### config.mk
export PLATFORM = sky130hd
export DESIGN_NAME = i2c_cmd_queue
export DESIGN_NICKNAME = d
export VERILOG_FILES = /design/src/rtl/i2c_cmd_queue.sv
export SDC_FILE = /design/constraint.sdc
export NUM_CORES = 1
export LEC_CHECK = 0
export CORE_MARGIN = 1.5
export CORE_UTILIZATION = 47
export CTS_CLUSTER_SIZE = 30
export DETAILED_ROUTE_END_ITERATION = 10
export HOLD_SLACK_MARGIN = 0.03
export PLACE_DENSITY = 0.8
export SETUP_SLACK_MARGIN = 0.3
export SYNTH_ARGS = -nofsm -noshare
export SYNTH_HDL_FRONTEND = slang
export SYNTH_SLANG_ARGS = --single-unit
### constraint.sdc
create_clock -name clk -period 3.8 [get_ports clk]
set_input_delay 0.38 -clock clk [delete_from_list [all_inputs] [get_ports clk]]
set_output_delay 0.38 -clock clk [all_outputs]
set_load 0.05 [all_outputs]
### src/rtl/i2c_cmd_queue.sv
// i2c_cmd_queue: command FIFO in front of an I2C byte engine.
// Queued {cmd, addr, data} entries are issued one at a time with a start
// pulse. The module waits for the engine to accept the command (ready low)
// and then to finish it (ready high). Bytes returned by reads are captured
// into a single holding register. Sticky error flags are raised for
// reserved commands, accept timeouts and read overruns.
// TIMEOUT must be at least 2: the count includes the ISSUE cycle.
module i2c_cmd_queue #(
  parameter int unsigned DEPTH   = 4,
  parameter int unsigned TIMEOUT = 255
) (
  input  logic       clk,
  input  logic       rst,
  input  logic       push_valid,
  output logic       push_ready,
  input  logic [1:0] push_cmd,
  input  logic [6:0] push_addr,
  input  logic [7:0] push_data,
  output logic [1:0] command,
  output logic [6:0] address,
  output logic [7:0] data,
  output logic       start,
  input  logic       ready,
  input  logic [7:0] i2c_rdata,
  output logic [7:0] rdata,
  output logic       rdata_valid,
  input  logic       rdata_pop,
  output logic [4:0] level,
  output logic       busy,
  output logic [2:0] err,
  input  logic       err_clr
);

  localparam int unsigned AW = (DEPTH > 1) ? $clog2(DEPTH) : 1;
  localparam int unsigned CW = $clog2(TIMEOUT + 1);

  typedef enum logic [1:0] {
    IDLE,
    ISSUE,
    WAIT_ACC,
    WAIT_DONE
  } state_e;

  state_e          state_q;
  logic [16:0]     mem_q [DEPTH];
  logic [AW-1:0]   wr_ptr_q, wr_ptr_d;
  logic [AW-1:0]   rd_ptr_q, rd_ptr_d;
  logic [4:0]      level_q, level_d;
  logic [CW-1:0]   cnt_q;
  logic            start_q;
  logic [1:0]      cmd_q;
  logic [6:0]      addr_q;
  logic [7:0]      data_q;
  logic [7:0]      rdata_q;
  logic            rdata_valid_q;
  logic [2:0]      err_q, err_d;

  logic            enq, deq, rsv_push, timeout, capture, overrun;

  // Handshake decode and event strobes shared by the FIFO, FSM and flags
  always_comb begin
    push_ready = (level_q < 5'(DEPTH));
    enq        = push_valid && push_ready && !push_cmd[1];
    rsv_push   = push_valid && push_ready && push_cmd[1];
    deq        = (state_q == IDLE) && (level_q != '0) && ready;
    timeout    = (state_q == WAIT_ACC) && ready && (cnt_q == CW'(TIMEOUT - 1));
    capture    = (state_q == WAIT_DONE) && ready && (cmd_q == 2'b01);
    overrun    = capture && rdata_valid_q && !rdata_pop;
  end

  // Next-state for FIFO pointers, occupancy and sticky error flags
  always_comb begin
    wr_ptr_d = wr_ptr_q;
    rd_ptr_d = rd_ptr_q;
    level_d  = level_q;
    if (enq) wr_ptr_d = wr_ptr_q + AW'(1);
    if (deq) rd_ptr_d = rd_ptr_q + AW'(1);
    case ({enq, deq})
      2'b10:   level_d = level_q + 5'd1;
      2'b01:   level_d = level_q - 5'd1;
      default: level_d = level_q;
    endcase
    // clear first, then OR in this cycle's events so a new error survives err_clr
    err_d = (err_clr ? 3'b000 : err_q) | {overrun, timeout, rsv_push};
  end

  // FIFO storage; contents are don't-care while unoccupied, so no reset
  always_ff @(posedge clk) begin
    if (enq) mem_q[wr_ptr_q] <= {push_cmd, push_addr, push_data};
  end

  // FIFO pointer and occupancy registers
  always_ff @(posedge clk or posedge rst) begin
    if (rst) begin
      wr_ptr_q <= '0;
      rd_ptr_q <= '0;
      level_q  <= '0;
    end else begin
      wr_ptr_q <= wr_ptr_d;
      rd_ptr_q <= rd_ptr_d;
      level_q  <= level_d;
    end
  end

  // Issue FSM: dequeue, pulse start, wait for accept, wait for completion
  always_ff @(posedge clk or posedge rst) begin
    if (rst) begin
      state_q <= IDLE;
      start_q <= 1'b0;
      cmd_q   <= '0;
      addr_q  <= '0;
      data_q  <= '0;
      cnt_q   <= '0;
    end else begin
      start_q <= 1'b0;
      case (state_q)
        IDLE: begin
          if (deq) begin
            {cmd_q, addr_q, data_q} <= mem_q[rd_ptr_q];
            start_q <= 1'b1;
            cnt_q   <= '0;
            state_q <= ISSUE;
          end
        end
        ISSUE: begin
          cnt_q   <= cnt_q + CW'(1);
          state_q <= WAIT_ACC;
        end
        WAIT_ACC: begin
          if (!ready) begin
            state_q <= WAIT_DONE;
          end else if (timeout) begin
            state_q <= IDLE;
          end else begin
            cnt_q <= cnt_q + CW'(1);
          end
        end
        WAIT_DONE: begin
          if (ready) state_q <= IDLE;
        end
        default: state_q <= IDLE;
      endcase
    end
  end

  // Read-data holding register and sticky error flags
  always_ff @(posedge clk or posedge rst) begin
    if (rst) begin
      rdata_q       <= '0;
      rdata_valid_q <= 1'b0;
      err_q         <= '0;
    end else begin
      err_q <= err_d;
      if (capture) begin
        rdata_q       <= i2c_rdata;
        rdata_valid_q <= 1'b1;
      end else if (rdata_pop) begin
        rdata_valid_q <= 1'b0;
      end
    end
  end

  assign command     = cmd_q;
  assign address     = addr_q;
  assign data        = data_q;
  assign start       = start_q;
  assign rdata       = rdata_q;
  assign rdata_valid = rdata_valid_q;
  assign level       = level_q;
  assign err         = err_q;
  assign busy        = (state_q != IDLE) || (level_q != '0);

endmodule

# Word-level counts from Yosys, hierarchy flattened
# Memories as Yosys holds them, arrays and structs flattened. A register that Yosys moved wholly into a read port is not among the register bits.
# Index checks and enable logic that the tools add are counted.
# word_totals
out_inout_bits,37
memories,1
regBits,32
mem_bits_rw,68
input_bits,31
# classes
mux,17
reduce_logical,23
order_cmp,1
bitwise_logic,1
add_sub_neg,5
eq_ne,12
# memory_table
name,words,width,read_ports,rd_clocked_by_memory_dff,wr,line,rtl
mem_q,4,17,1,1,1,45,logic [16:0] mem_q [DEPTH];
# op_table
cell,n
8-bit 2-to-1 mux,3
8-bit one-hot mux with 3 select lines,1
1-bit logical AND,11
5-bit one-hot mux with 2 select lines,1
8-bit by 1-bit adder with 8-bit output (second input constant),1
8-bit equality test (second input constant),1
2-bit 2-to-1 mux,4
2-bit inequality test (second input constant),4
2-bit one-hot mux with 4 select lines,1
2-bit by 1-bit equality test with 1-bit output (second input constant),3
2-bit equality test (second input constant),3
1-bit 2-to-1 mux,6
2-bit nonzero test,3
5-bit by 1-bit adder with 5-bit output (second input constant),1
5-bit by 3-bit less-than comparator with 1-bit output (second input constant),1
5-bit nonzero test,1
5-bit by 1-bit subtractor with 5-bit output (second input constant),1
2-bit by 1-bit adder with 2-bit output (second input constant),2
4-bit AND reduction,1
3-bit 2-to-1 mux,1
3-bit inequality test (second input constant),1
3-bit OR,1
3-bit AND reduction,1
3-bit nonzero test,1
other kinds (4),5

# Longest topological paths before layout
# Gate-level depths: netlist of run 1.
# logic_depth
word_depth,6
depth_mapped,13
depth_no_buf,11

# Worst setup path after synthesis of run 1
# No wires, ideal clock.
# synth_timing
path_kind,register to register
startpoint,"register level_q[2], in the netlist level[2]"
endpoint,"register level_q[4], in the netlist level[4]"
path_buffers,2
t_required_ns,3.669
stages_incl_launch_ff,14
setup_time_ns,0.131
t_arrival_ns,3.528
setup_slack_ns,0.140
cell_sequence,dfrtp_1 -> buf_2 -> nor3_4 -> nand2_1 -> nor2_1 -> inv_1 -> ha_1 -> clkbuf_1 -> xor2_1 -> ha_1 -> o211ai_1 -> nor4_1 -> a2111o_1 -> or3_1
# synth_between
elab_chain_len,5
# synth_rtl
element,line,rtl
"start, declared",48,"logic [4:0] level_q, level_d;"
"start signal, assigned",101,level_q <= level_d;
5-bit by 3-bit less-than comparator with 1-bit output *,62,push_ready = (level_q < 5'(DEPTH));
net push_ready,15,"output logic push_ready,"
1-bit logical AND * (2 in a row),63,enq = push_valid && push_ready && !push_cmd[1];
2-bit by 1-bit equality test with 1-bit output / 2-bit equality test (equally long branches),78,"case ({enq, deq})"
5-bit one-hot mux with 2 select lines / 2-bit nonzero test (equally long branches),n/a,
# The timed path passes the listed nets; every way through them passes the cells marked *.
# A chain may end at the register's enable or synchronous reset.

# Worst setup path after layout of run 1
# layout_timing
startpoint,"register level_q[2], in the netlist level[2]"
endpoint,"register level_q[4], in the netlist level[4]"
# layout_between
elab_chain_len,5
# layout_rtl
element,line
5-bit by 3-bit less-than comparator with 1-bit output / 5-bit nonzero test (equally long branches),"62, 65"
1-bit logical AND (on tied branches) (2 in a row),"63, 65"
2-bit by 1-bit equality test with 1-bit output / 2-bit equality test (equally long branches),78
5-bit one-hot mux with 2 select lines / 2-bit nonzero test (equally long branches),n/a
# Several ways; a longest one is shown, not always the timed one.

==> results of run 1 <==
cell type report:
class | count | area, sq um
Multi-Input combinational cell | 152 | 1530
Clock inverter | 15 | 169
Clock buffer | 17 | 414
Inverter | 13 | 48.8
Tap cell | 136 | 170
Sequential cell | 117 | 3270
Fill cell | 729 | 3920
Timing Repair Buffer | 72 | 708
Yosys cell counts (2+ instances only):
cell type | count | area [sq um]
xor2_1 | 4 | 35.0
xnor2_1 | 3 | 26.3
a32o_1 | 4 | 40.0
buf_2 | 6 | 30.0
or3_1 | 2 | 12.5
mux4_2 | 17 | 383
o211ai_1 | 3 | 22.5
nand4b_1 | 3 | 26.3
nor3_1 | 2 | 10.0
a21oi_1 | 4 | 20.0
nand2_1 | 9 | 33.8
nand2b_1 | 2 | 12.5
nor2_1 | 7 | 26.3
o21ai_0 | 6 | 30.0
edfxtp_1 | 68 | 2040
o2bb2ai_1 | 2 | 17.5
dfrtp_1 | 49 | 1230
inv_1 | 13 | 48.8
clkbuf_1 | 5 | 18.8
ha_1 | 14 | 175
and2_1 | 5 | 31.3
mux2_2 | 27 | 304
nand4_1 | 4 | 25.0
nand3_1 | 7 | 35.0
timing repair:
action | 4_1_cts | 5_1_grt
setup endpoints to repair | 0 | 1
gates resized for setup | 0 | 0
endpoints found under the hold margin | 0 | 0
buffers inserted | 0 | 2
cell families (layout without fill, tap and decap cells):
kind of cell | count (synthesis) | after routing | share of synthesized area
buffers and inverters | 26 | 117 | 0.0229
XOR/XNOR | 7 | 7 | 0.0125
AND/OR/NAND/NOR | 52 | 52 | 0.0653
adder cells (fa/ha/maj) | 14 | 14 | 0.0357
AO/OA/AOI/OAI | 33 | 33 | 0.0528
multiplexers | 46 | 46 | 0.145
flip-flops | 117 | 117 | 0.666
per-stage QoR:
step / hold WS [ns] / setup WS, ns
2_1_floorplan: 0.479 / 0.313
3_3_place_gp: 0.474 / 0.736
3_5_place_dp: 0.485 / 0.610
4_1_cts: 0.310 / 0.488
5_1_grt: 0.368 / 0.465
6_report: 0.291 / 0.641
where the power goes:
group / total, mW / leakage [nW] / internal (mW) / switching (mW)
registers: 1.85 / 1.22 / 1.58 / 0.273
logic: 1.99 / 0.856 / 0.844 / 1.15
clock network: 1.57 / 0.280 / 0.951 / 0.615
total: 5.41 / 2.35 / 3.37 / 2.04
critical path: cells and delay by family, from the launching register on:
family / cells / cell delay [ns]
compound gates: 2 / 0.55
buf+inv: 1 / 0.11
fa+ha+maj: 2 / 0.80
simple gates: 5 / 1.09
flops: 1 / 0.47
worst min path at each step:
stage                                start                     end  slack, ns  cells past startpoint
after floorplan               push_data[0]   mem_q[0][0]$_DFFE_PP_       0.48                      0
after global placement    err[2]$_DFF_PP0_        err[2]$_DFF_PP0_       0.47                      1
after detailed placement  err[0]$_DFF_PP0_        err[0]$_DFF_PP0_       0.48                      1
after CTS                              rst    rdata[2]$_DFFE_PP0P_       0.31                      2
after global routing                   rst     data[1]$_DFFE_PP0P_       0.37                      2
final                                  rst  address[2]$_DFFE_PP0P_       0.29                      2
layer usage:
layer | global-route usage | share of wire | vias up
li1 | - | - | 1305
met1 | 0.229 | 0.42 | 1458
met2 | 0.315 | 0.51 | 93
met3 | 0.0580 | 0.053 | 8
met4 | 0.0714 | 0.0092 | 0
met5 | 0 | 0 | -
state kept, by name, indices dropped and copies added (netlist names):
name,cells
level,5
command,2
data,8
rdata_valid,1
state_q,2
rdata,8
cnt_q,8
start,1
wr_ptr_q,2
address,7
mem_q,68
err,3
rd_ptr_q,2
==> key figures, run 1 <==
Finish
  – Most frequent cells in the layout: 68 x edfxtp_1, 67 x clkdlybuf4s50_1, 48 x dfrtp_1
  – Finished Layout Cells: roughly 520
  – Most common cell after layout, fill and taps aside: edfxtp_1
  – N_diodes: 0
  – Core Util, Final: 0.617
  – Final nets: ~420
  – Share of cells above drive strength 1: 0.238
  – Layout area overhead: 28.6%
  – Design Area, Final: approximately 6300 sq um

Setup path
  – R2r worst-path depth: 10
  – Reg2Reg Setup Slack: 0.64 ns
  – Crit path kind: flip-flop to flip-flop
  – Worst reg2reg endpoint: level[4]$_DFFE_PP0P_
  – Crit-path slowest cell: dfrtp_2
  – WP data required: 4.19 ns
  – Endpoint class of the critical path: flip-flop
  – Crit. Startpoint: level[2]$_DFFE_PP0P_
  – Critical-path cell list: nor3_4 > nand2_1 > nor2_2 > inv_1 > ha_1 > ha_1 > o211ai_1 > nor4bb_1 > a2111o_1 > or3_1
  – WP data arrival: roughly 3.6 ns
  – Setup crit start kind: flip-flop
  – CP max FO: 12
  – CP endpoint: level[4]$_DFFE_PP0P_
  – Crit-path most repeated cell: ha_1
  – FF-to-FF Start: level[2]$_DFFE_PP0P_
  – Max incr delay on CP: about 0.47 ns

Detailed routing
  – DR vias: 2,864
  – Final WL: between 9000 and 10,000 microns
  – Vias per std cell: around 5.5
  – # DRC: 0
  – 1st-pass router iterations: 4
  – DR iter-0 viols: 134
  – Final ANT Viol Nets: 0
  – Routed len/inst: roughly 18 microns

Timing
  – Final slew viol count: 0
  – Sum of negative setup slack: 0 ns
  – Rel. slew slack: 0.349
  – Crit share post-route: 0.831
  – RSZ-0062 raised after global routing: no
  – Fmax: 317 MHz
  – Worst Max-Slew Pin Slew: 0.976 ns
  – Skew final: roughly 0.013 ns
  – Final setup viols: 0
  – Final Hold Vio Count: 0
  – Final min period: 3.16 ns

Floorplanning
  – I/O pins: between 60 and 70
  – Die Wd: 105 microns
  – Die height: 105 microns
  – Core box area: 10,200 sq um
  – # rows: 37
  – DIE AREA: about 11,000 sq um
  – Initial Util: 0.480

GRT
  – Largest net degree at the start of global routing: 30
  – Antenna violations before repair: 0
  – GRT overflow: 0
  – Number of global-route vias before repair: around 3.1k
  – Gr usage total: 0.188
  – First-pass GRT wire length: between 15,000 and 20,000 microns

Synthesis
  – Post-synth EDFFs: just under 70
  – Ys Warns: 0
  – Sequential share of the synthesized area: 0.666
  – Async SR Flop Fraction: 0.419
  – Mapped Cells: between 200 and 300
  – Synth Net Count: between 300 and 400
  – Synth Area per Inst: between 15 and 20 sq um
  – Yosys cell types: 53
  – Most used DFF post-synth: edfxtp_1
  – Flops & latches, synth: between 100 and 150
  – Synthesized cell area: around 5000 sq um

Placement
  – DP Area: around 5700 sq um
  – Count of input and output buffers: 67
  – Hpwl dp: 5950 microns
  – Placed instance count: a little under 500
  – Global placement routability congestion: between 0.8 and 0.9

CTS
  – Clock Sinks: between 100 and 150
  – Clock buffer count from CTS: 17
  – Max clock buf depth: 2
  – Cts hold-fix bufs: 0
  – CTS tree: yes
  – Clk root buf: clkbuf_8
  – H-tree Lvls: 4
  – Clock-pin slew on the worst setup and hold paths: 0.06 ns
  – Worst skew pair latency: 0.51 ns

Pwr
  – Total power: ~5.4 mW
  – Pwr/cell area: around 860 nW/um^2
  – P_leak: 2.35 nW
  – Worst vdd ir: approximately 0.5 mV

Run status
  – Outcome: finished, final reports clean

Flow run
  – Maxcap violations: 0

Min path
  – HP Class: input pin to async pin
Note: power is estimated with default switching activity, not from simulation.
==> inputs of run 2 (changes only) <==
PLACE_DENSITY = 0.83   (was 0.8)
clock period = 2.5 ns   (was 3.8 ns; I/O delays follow)
==> key figures, run 2 (same netlist as run 1, synthesis figures left out) <==
Pwr
  – Worst vdd ir: 0.704 mV (was 0.490 mV)
  – P_sw: 3.14 mW (was 2.04 mW)
  – Internal: 5.39 mW (was 3.37 mW)
  – Pwr/cell area: 1290 nW/um^2 (was 857 nW/um^2)
  – Switching Share: 0.368 (was 0.376)
  – Clock Power Share: 0.267 (was 0.289)
  – Register share of total power: 0.317 (was 0.343)
  – Power share of the combinational group: 0.416 (was 0.368)
  – Total power: 8.54 mW (was 5.41 mW)
  – P_leak: 2.49 nW (was 2.35 nW)

Timing
  – Final min period: 2.52 ns (was 3.16 ns)
  – RSZ-0062 raised after global routing: yes (was no)
  – Crit share post-route: 1.01 (was 0.831)
  – Rel. slew slack: 0.649 (was 0.349)
  – Skew final: 0.0142 ns (was 0.0126 ns)
  – Fin Hold WS: 0.0587 ns (was 0.291 ns)
  – Final slew viol count: 0 (unchanged)
  – Fmax: 396 MHz (was 317 MHz)
  – Final setup viols: 1 (was 0)
  – Final Hold Vio Count: 0 (unchanged)
  – Worst Max-Slew Pin Slew: 0.526 ns (was 0.976 ns)
  – Worst setup slack after layout: -0.0237 ns (was 0.641 ns)

Setup path
  – WP data required: 2.88 ns (was 4.19 ns)
  – Crit path kind: flip-flop to flip-flop (unchanged)
  – WP data arrival: 2.91 ns (was 3.55 ns)
  – Setup crit start kind: flip-flop (unchanged)
  – CP max FO: 4 (was 12)
  – Endpoint class of the critical path: flip-flop (unchanged)

Detailed routing
  – Vias per std cell: 5.45 (was 5.49)
  – Routed len/inst: 18.1 microns (was 18.5 microns)
  – # DRC: 0 (unchanged)
  – DR iter-0 viols: 157 (was 134)
  – DR vias: 2,996 (was 2,864)
  – Final WL: 9950 microns (was 9660 microns)
  – 1st-pass router iterations: 4 (unchanged)
  – Final ANT Viol Nets: 0 (unchanged)

CTS
  – Max clock buf depth: 2 (unchanged)
  – Clock-pin slew on the worst setup and hold paths: 0.06 ns (about the same)
  – Clk root buf: clkbuf_8 (unchanged)
  – CTS tree: yes (unchanged)
  – Worst skew pair latency: 0.51 ns (about the same)
  – Clock buffer count from CTS: 17 (unchanged)
  – H-tree Lvls: 4 (unchanged)
  – Clock Sinks: 117 (unchanged)

Finish
  – Most common cell after layout, fill and taps aside: edfxtp_1 (unchanged)
  – Layout area overhead: 34.8% (was 28.6%)
  – N_diodes: 0 (unchanged)
  – # fillers: 717 (was 729)
  – Finished Layout Cells: 550 (was 522)
  – Largest Register: mem_q (unchanged)
  – Share of cells above drive strength 1: 0.341 (was 0.238)
  – Final nets: 446 (was 418)
  – Max reg flops: 68 (unchanged)
  – Most frequent cells in the layout: 68 x edfxtp_1, 65 x clkdlybuf4s50_1, 47 x dfrtp_1 (was 68 x edfxtp_1, 67 x clkdlybuf4s50_1, 48 x dfrtp_1)

Floorplanning
  – Die Wd: 105 microns (unchanged)
  – I/O pins: 68 (unchanged)
  – Initial Util: 0.480 (unchanged)
  – Die height: 105 microns (unchanged)
  – # rows: 37 (unchanged)
  – DIE AREA: 11,100 sq um (unchanged)
  – Core box area: 10,200 sq um (unchanged)

Placement
  – Placed instance count: 514 (was 488)
  – Count of input and output buffers: 67 (unchanged)
  – Global placement routability congestion: 0.804 (was 0.833)
  – Hpwl dp: 6240 microns (was 5950 microns)

Run status
  – Failing checks: negative setup slack
  – Outcome: finished, violations left (was finished, final reports clean)

GRT
  – Number of global-route vias before repair: 3,102 (was 3,129)
  – GRT overflow: 0 (unchanged)
  – Gr usage total: 0.193 (was 0.188)
  – First-pass GRT wire length: 16,000 microns (was 15,800 microns)
  – Antenna violations before repair: 0 (unchanged)
  – Largest net degree at the start of global routing: 21 (was 30)

Min path
  – HP Class: input pin to async pin (unchanged)

Flow run
  – Maxcap violations: 0 (unchanged)
-- run 2: cell types whose count changed in the layout (fill, tap and decap cells not counted), sizes merged --
cell           delta
clkdlybuf4s50     -2
inv               -5
clkbuf            +1
clkdlybuf4s15     +1
buf              +29
clkinv            +2
clkinvlp          +2
-- run 2: worst max-delay path, stage by stage (launching register included) --
cell,delay (ns)
dfrtp_2,0.42
nor3_4,0.24
buf_4,0.17
a21oi_4,0.06
ha_4,0.19
buf_6,0.12
ha_4,0.16
nor4b_1,0.14
a31o_2,0.21
a2111o_1,0.39
or3_1,0.32
-- run 2: power by group through the flow --
stage,clock network (mW),logic (mW),registers (mW)
floorplan,0,1.47,3.53
global placement,0,3.29,2.71
detailed placement,0,3.40,2.73
CTS,2.32,3.49,2.71
global route,2.40,3.76,2.75
finish,2.28,3.55,2.71
-- run 2: metrics by stage --
stage                     cell area, sq um  setup WS [ns]  TNS (ns)  utilization
after floorplan                       4970         -0.786     -1.47            -
after global placement                5950         -0.173    -0.173        0.582
after detailed placement              5950         -0.290    -0.290        0.582
after CTS                             6570        -0.0274   -0.0274        0.642
after global routing                  6620         -0.139    -0.139        0.647
final                                 6620        -0.0237   -0.0237        0.647
-- run 2: timing repair --
action | 4_1_cts | 5_1_grt
pin swaps | 6 | 6
endpoints found under the setup margin | 5 | 4
hold buffers | 0 | 0
setup buffers | 2 | 2
gates resized for setup | 14 | 8
-- run 2: per-layer routing --
metal	vias to the layer above	track usage	wire (microns)
met5	-	0	0
met4	0	0.0753	151
met3	14	0.0505	582
met2	111	0.327	5130
met1	1510	0.237	4090
li1	1361	-	-
-- run 2: layout make-up --
type | count | area [sq um] | share of cell area
clock buffers | 18 | 418 | 0.0632
clock inverters | 14 | 153 | 0.0231
inverters | 13 | 48.8 | 0.00738
multi-input cells | 152 | 1620 | 0.245
flip-flops and latches | 117 | 3270 | 0.494
well taps | 136 | 170 | 0.0257
repair buffers | 100 | 935 | 0.141
-- run 2: worst paths after layout --
path	end	from	slack (ns)	depth (start not counted)
max in group asynchronous	address[2]$_DFFE_PP0P_	rst	1.84	3
hold reg to reg	err[2]$_DFF_PP0_	err[2]$_DFF_PP0_	0.49	1
min in group clk	rdata[1]$_DFFE_PP0P_	i2c_rdata[1]	0.37	2
hold / removal	data[5]$_DFFE_PP0P_	rst	0.06	2
setup reg to reg	level[4]$_DFFE_PP0P_	level[3]$_DFFE_PP0P_	-0.02	10
setup / recovery	level[4]$_DFFE_PP0P_	level[3]$_DFFE_PP0P_	-0.02	10
==> inputs of run 3 (changes only) <==
PLACE_DENSITY = 0.8   (was 0.83)
clock period = 2.56 ns   (was 2.5 ns; I/O delays follow)
==> key figures, run 3 (same netlist as run 1, synthesis figures left out) <==
GRT
  – Number of global-route vias before repair: 3,284 (was 3,102)
  – First-pass GRT wire length: 16,300 microns (was 16,000 microns)
  – Gr usage total: 0.195 (was 0.193)
  – Largest net degree at the start of global routing: 29 (was 21)
  – Antenna violations before repair: 0 (unchanged)
  – GRT overflow: 0 (unchanged)

Timing
  – Skew final: 0.00682 ns (was 0.0142 ns)
  – Fin Hold WS: 0.144 ns (was 0.0587 ns)
  – Worst setup slack after layout: -0.0294 ns (was -0.0237 ns)
  – Final setup viols: 1 (unchanged)
  – RSZ-0062 raised after global routing: yes (unchanged)
  – Worst Max-Slew Pin Slew: 0.675 ns (was 0.526 ns)
  – Crit share post-route: 1.01 (about the same)
  – Final min period: 2.59 ns (was 2.52 ns)
  – Final Hold Vio Count: 0 (unchanged)
  – Fmax: 386 MHz (was 396 MHz)
  – Final slew viol count: 0 (unchanged)
  – Rel. slew slack: 0.550 (was 0.649)

Finish
  – Largest Register: mem_q (unchanged)
  – Layout area overhead: 35.2% (was 34.8%)
  – Final nets: 453 (was 446)
  – Design Area, Final: 6630 sq um (was 6620 sq um)
  – # fillers: 718 (was 717)
  – Finished Layout Cells: 557 (was 550)
  – Most frequent cells in the layout: 68 x edfxtp_1, 65 x clkdlybuf4s50_1, 47 x dfrtp_1 (unchanged)
  – Share of cells above drive strength 1: 0.354 (was 0.341)
  – Core Util, Final: 0.648 (was 0.647)
  – Max reg flops: 68 (unchanged)
  – N_diodes: 0 (unchanged)
  – Most common cell after layout, fill and taps aside: edfxtp_1 (unchanged)

Detailed routing
  – DR vias: 2,975 (was 2,996)
  – 1st-pass router iterations: 4 (unchanged)
  – Vias per std cell: 5.34 (was 5.45)
  – Final WL: 9900 microns (was 9950 microns)
  – Routed len/inst: 17.8 microns (was 18.1 microns)
  – Final ANT Viol Nets: 0 (unchanged)
  – # DRC: 0 (unchanged)
  – DR iter-0 viols: 148 (was 157)

Setup path
  – WP data arrival: 2.97 ns (was 2.91 ns)
  – CP max FO: 3 (was 4)
  – Setup crit start kind: flip-flop (unchanged)
  – WP data required: 2.94 ns (was 2.88 ns)
  – Crit path kind: flip-flop to flip-flop (unchanged)
  – Endpoint class of the critical path: flip-flop (unchanged)

Floorplanning
  – I/O pins: 68 (unchanged)
  – DIE AREA: 11,100 sq um (unchanged)
  – Die height: 105 microns (unchanged)
  – Core box area: 10,200 sq um (unchanged)
  – # rows: 37 (unchanged)
  – Initial Util: 0.480 (unchanged)
  – Die Wd: 105 microns (unchanged)

CTS
  – Max clock buf depth: 2 (unchanged)
  – Clock buffer count from CTS: 17 (unchanged)
  – Clk root buf: clkbuf_8 (unchanged)
  – H-tree Lvls: 4 (unchanged)
  – Clock-pin slew on the worst setup and hold paths: 0.06 ns (about the same)
  – CTS tree: yes (unchanged)
  – Clock Sinks: 117 (unchanged)
  – Worst skew pair latency: 0.51 ns (about the same)

Pwr
  – Total power: 8.21 mW (was 8.54 mW)
  – Pwr/cell area: 1240 nW/um^2 (was 1290 nW/um^2)
  – P_leak: 2.52 nW (was 2.49 nW)
  – Worst vdd ir: 0.778 mV (was 0.704 mV)

Run status
  – Outcome: finished, violations left (unchanged)
  – Failing checks: negative setup slack (unchanged)

Min path
  – HP Class: input pin to async pin (unchanged)

Placement
  – DP Area: 5950 sq um (about the same)
  – Hpwl dp: 6430 microns (was 6240 microns)
  – Count of input and output buffers: 67 (unchanged)
  – Global placement routability congestion: 0.813 (was 0.804)
  – Placed instance count: 515 (was 514)

Flow run
  – Maxcap violations: 0 (unchanged)
run 3: cell count changes in the layout (fill, tap and decap cells not counted), sizes merged:
cell	delta
buf	+7
inv	+3
bufinv	-2
clkinvlp	-2
clkbuf	+1
clkdlybuf4s15	-1
clkinv	+1
run 3: critical path, stage by stage, from the launching register on:
cell and delay, ns:
dfrtp_2 0.42, nor3_4 0.24, nand2_2 0.09, nor2_4 0.11, inv_2 0.06, ha_4 0.17, xor2_1 0.16, ha_2 0.19
o211ai_1 0.24, nor4_2 0.07, a2111o_1 0.36, or3_1 0.35
run 3: final cells by class:
type | instances | area, sq um | share of cell area
clock buffer | 18 | 428 | 0.0645
clock inverter | 14 | 118 | 0.0177
inverter | 13 | 48.8 | 0.00736
multi-input combinational | 152 | 1630 | 0.245
sequential | 117 | 3270 | 0.493
tap | 136 | 170 | 0.0257
timing repair buffer | 107 | 972 | 0.147
run 3: report_power, final:
group,total (mW),internal [mW],switching (mW)
Combinational,3.46,1.55,1.91
Sequential,2.63,2.35,0.282
Clock,2.12,1.24,0.879
Total,8.21,5.13,3.07
run 3: final timing paths:
path | to | slack [ns] | cells after the start | start
max in group asynchronous | level[2]$_DFFE_PP0P_ | 1.79 | 3 | rst
worst min-delay path | address[5]$_DFFE_PP0P_ | 0.14 | 2 | rst
min in group clk | rdata[2]$_DFFE_PP0P_ | 0.37 | 2 | i2c_rdata[2]
worst min register to register | err[2]$_DFF_PP0_ | 0.50 | 1 | err[2]$_DFF_PP0_
worst max-delay path | level[4]$_DFFE_PP0P_ | -0.03 | 11 | level[3]$_DFFE_PP0P_
worst max register to register | level[4]$_DFFE_PP0P_ | -0.03 | 11 | level[3]$_DFFE_PP0P_
run 3: routing by layer:
metal  global-route usage  part of all wire  vias to the layer above
li1                     -                 -                     1373
met1                0.232              0.42                     1517
met2                0.335              0.53                       72
met3               0.0499             0.038                       13
met4               0.0832             0.013                        0
met5                    0                 0                        -
run 3: what timing repair did:
item | 4_1_cts | 5_1_grt
hold buffers | 0 | 0
pin swaps | 11 | 4
setup buffers | 9 | 1
gates resized for setup | 16 | 9
setup endpoints to repair | 3 | 6
run 3: stage by stage:
stage	setup WS [ns]	setup TNS, ns
2_1_floorplan	-0.726	-1.23
3_3_place_gp	-0.0782	-0.0782
3_5_place_dp	-0.195	-0.195
4_1_cts	0.0502	0
5_1_grt	-0.138	-0.138
6_report	-0.0294	-0.0294
==> variant 1: new RTL, settings of run 2 <==
Put one more register stage on the output `level`, with the module's reset. The value now appears one clock later. The other outputs are not delayed to match.
--- a/src/rtl/i2c_cmd_queue.sv
+++ b/src/rtl/i2c_cmd_queue.sv
@@ -166,7 +166,13 @@
   assign start       = start_q;
   assign rdata       = rdata_q;
   assign rdata_valid = rdata_valid_q;
-  assign level       = level_q;
+  always_ff @(posedge clk or posedge rst) begin
+    if (rst) begin
+      level <= '0;
+    end else begin
+      level <= level_q;
+    end
+  end
   assign err         = err_q;
   assign busy        = (state_q != IDLE) || (level_q != '0);
 
Formal check against the unedited RTL: not equivalent (Yosys sat finds a counterexample within 4 cycles, from zero or initial values and one cycle with rst high).
==> variant 1 against run 2 <==
  * Wire length fell by 2.1%
  * Fmax grew 3.4%
  * Global-route usage is 0.72 points lower
  * Sequential share of layout area is 1.7 points higher
  * Design area increased by 0.38%
  * Total power increased by 2.6%
  * Sequential cell count rose by 5
  * Setup slack better by 82 ps
  * Area after synthesis grew 2.2%
  * Critical path type unchanged
  * Largest power group unchanged
  * Highest routed layer unchanged
==> variant 1: results <==
[power]
swShare_pct = 36.6
power.switching_w = 0.00320
seqPwrFrac_pct = 31.5
irDropWorstVdd_v = 0.000719
power_density_mw_per_mm2 = 1320
p_leak_nw = 2.56

[outcome]
run_status = complete, no violations

[yosys]
avgSynthCellArea_sq_um = 16.6
ys_top_cells_by_area = edfxtp_1 (41%), dfrtp_1 (27%), mux4_2 (7.6%)
yosys-top-cells-count = edfxtp_1 (68), dfrtp_1 (54), mux2_1 (17), mux4_2 (17)

[sta]
fin_skew_ps = 10.7
period_share_pct = 97.7
tightest_slew_ps = 535

[worst_setup_path]
r2r_slack_ps = 60
crit_end = level_q[4]

[hold_path]
hold_path.class = in2reg

[placement]
place_area_sq_mm = 0.00591
post-dp-hpwl_microns = 6240
pre_cts_slack_ps = -20.7
place.gp.congestion = 0.782

[global_routing]
met3_usage_pct = 5.33
grt_max_degree = 23

[finish]
final_nets = 439

[detailed_routing]
wl_met3_microns = 556
drt-met1-wl_microns = 4080
variant 1: logic make-up (layout without fill, tap and decap cells):
family,after synthesis,in the layout,synth area share [%]
buffers and inverters,27,132,2.67
AO/OA/AOI/OAI,32,32,4.84
XOR/XNOR,8,8,1.40
flip-flops,122,122,67.6
adder cells (fa/ha/maj),14,14,3.49
AND/OR/NAND/NOR,53,53,5.76
multiplexers,46,46,14.2
variant 1: critical path, stage by stage (launching register included):
cell and delay (ps):
dfrtp_1 370, or4_4 540, o211a_4 260, ha_4 180
xor2_1 140, ha_2 200, or2_4 240, a31oi_4 130
o32ai_2 100, xor2_1 150
variant 1: timing repair:
item	CTS	global route
pin swaps	6	2
buffers inserted	4	0
gates resized for setup	12	9
endpoints found under the hold margin	11	0
hold buffers	1	0
setup endpoints to repair	6	11
variant 1: layout make-up:
cell class                 instances  share of cell area [%]
clock inverter                    14                    2.73
inverter                          14                   0.791
sequential                       122                    51.1
clock buffer                      18                    6.29
tap                              136                    2.56
multi-input combinational        153                    24.1
timing repair buffer              86                    12.4
==> variant 2: new RTL, settings of run 2 <==
Made on the original files. The parameter `DEPTH` goes from 4 to 2.
--- a/src/rtl/i2c_cmd_queue.sv
+++ b/src/rtl/i2c_cmd_queue.sv
@@ -6,7 +6,7 @@
 // reserved commands, accept timeouts and read overruns.
 // TIMEOUT must be at least 2: the count includes the ISSUE cycle.
 module i2c_cmd_queue #(
-  parameter int unsigned DEPTH   = 4,
+  parameter int unsigned DEPTH   = 2,
   parameter int unsigned TIMEOUT = 255
 ) (
   input  logic       clk,
Function: changed (Yosys sat finds a counterexample within 4 cycles, from zero or initial values and one cycle with rst high).
==> variant 2 against run 2 <==
  * Design area decreased by 28%
  * Wire length is 29% lower
  * Count of clock-buffer cells in the layout decreased by 9
  * Area after synthesis is 30% lower
  * Largest power group unchanged
  * Sequential cell count is 36 lower
  * The run still ends with negative setup slack left
  * Combinational power decreased by 13%
  * Total power decreased by 30%
  * Largest cell class unchanged
  * Setup slack worse by 170 ps
==> variant 2: results <==
[sta]
fin_skew_ps = 13.2
finalSetupViolCount = 2
setup_slack_ps = -199

[global_routing]
met3_usage_pct = 7.37
grt_max_degree = 37

[outcome]
run_status = finished with violations
violations = negative setup slack

[detailed_routing]
drt_iter0_drc = 124
wl_met2_microns = 3890
viasPerCell = 5.20

[yosys]
avgSynthCellArea_sq_um = 13.3
synthAdderAreaFrac_pct = 3.28
synth_xor_area_share_pct = 2.04
ys_seq_area_share_pct = 64.0
syn_nets = 298
synth.distinct_cells = 46

[clock_tree]
clk_latency_ps = 360
clkTransAtPathRegs_ps = 90

[finish]
final_nets = 398
largest_reg_flops = 34
drive_above_1_share_pct = 24.2

[worst_setup_path]
worstPathRequired_ps = 2780
critPathMaxFanout = 3
slowest_delay_ps = 580

[power]
irDropWorstVdd_v = 0.000547
p_leak_nw = 2.01
pg_comb_w = 0.00308

[placement]
post-dp-hpwl_microns = 4920
place.gp.congestion = 0.864
[variant 2: cell type report]
type | count | area (sq um) | share of cell area [%]
Clock inverter | 7 | 71.3 | 1.50
Clock buffer | 9 | 124 | 2.60
Tap cell | 96 | 120 | 2.52
Inverter | 14 | 56.3 | 1.18
Timing Repair Buffer | 98 | 943 | 19.8
Multi-Input combinational cell | 154 | 1240 | 26.1
Sequential cell | 81 | 2200 | 46.3
[variant 2: worst paths after layout]
kind / start / cells after the start / end / slack (ps)
worst min-delay path: rst / 2 / rdata[7] / 150
worst max register to register: level[4] / 10 / level[4] / -200
min in group clk: push_data[5] / 1 / mem_q[1][5] / 460
worst max-delay path: level[4] / 10 / level[4] / -200
max in group asynchronous: rst / 3 / level[1] / 1790
worst min register to register: data[6] / 2 / data[6] / 480
[variant 2: timing repair]
action | in CTS | in global routing
buffers inserted | 6 | 4
pin swaps | 12 | 10
setup endpoints to repair | 5 | 17
hold endpoints to repair | 0 | 0
resized for setup | 15 | 16
hold buffers | 0 | 0
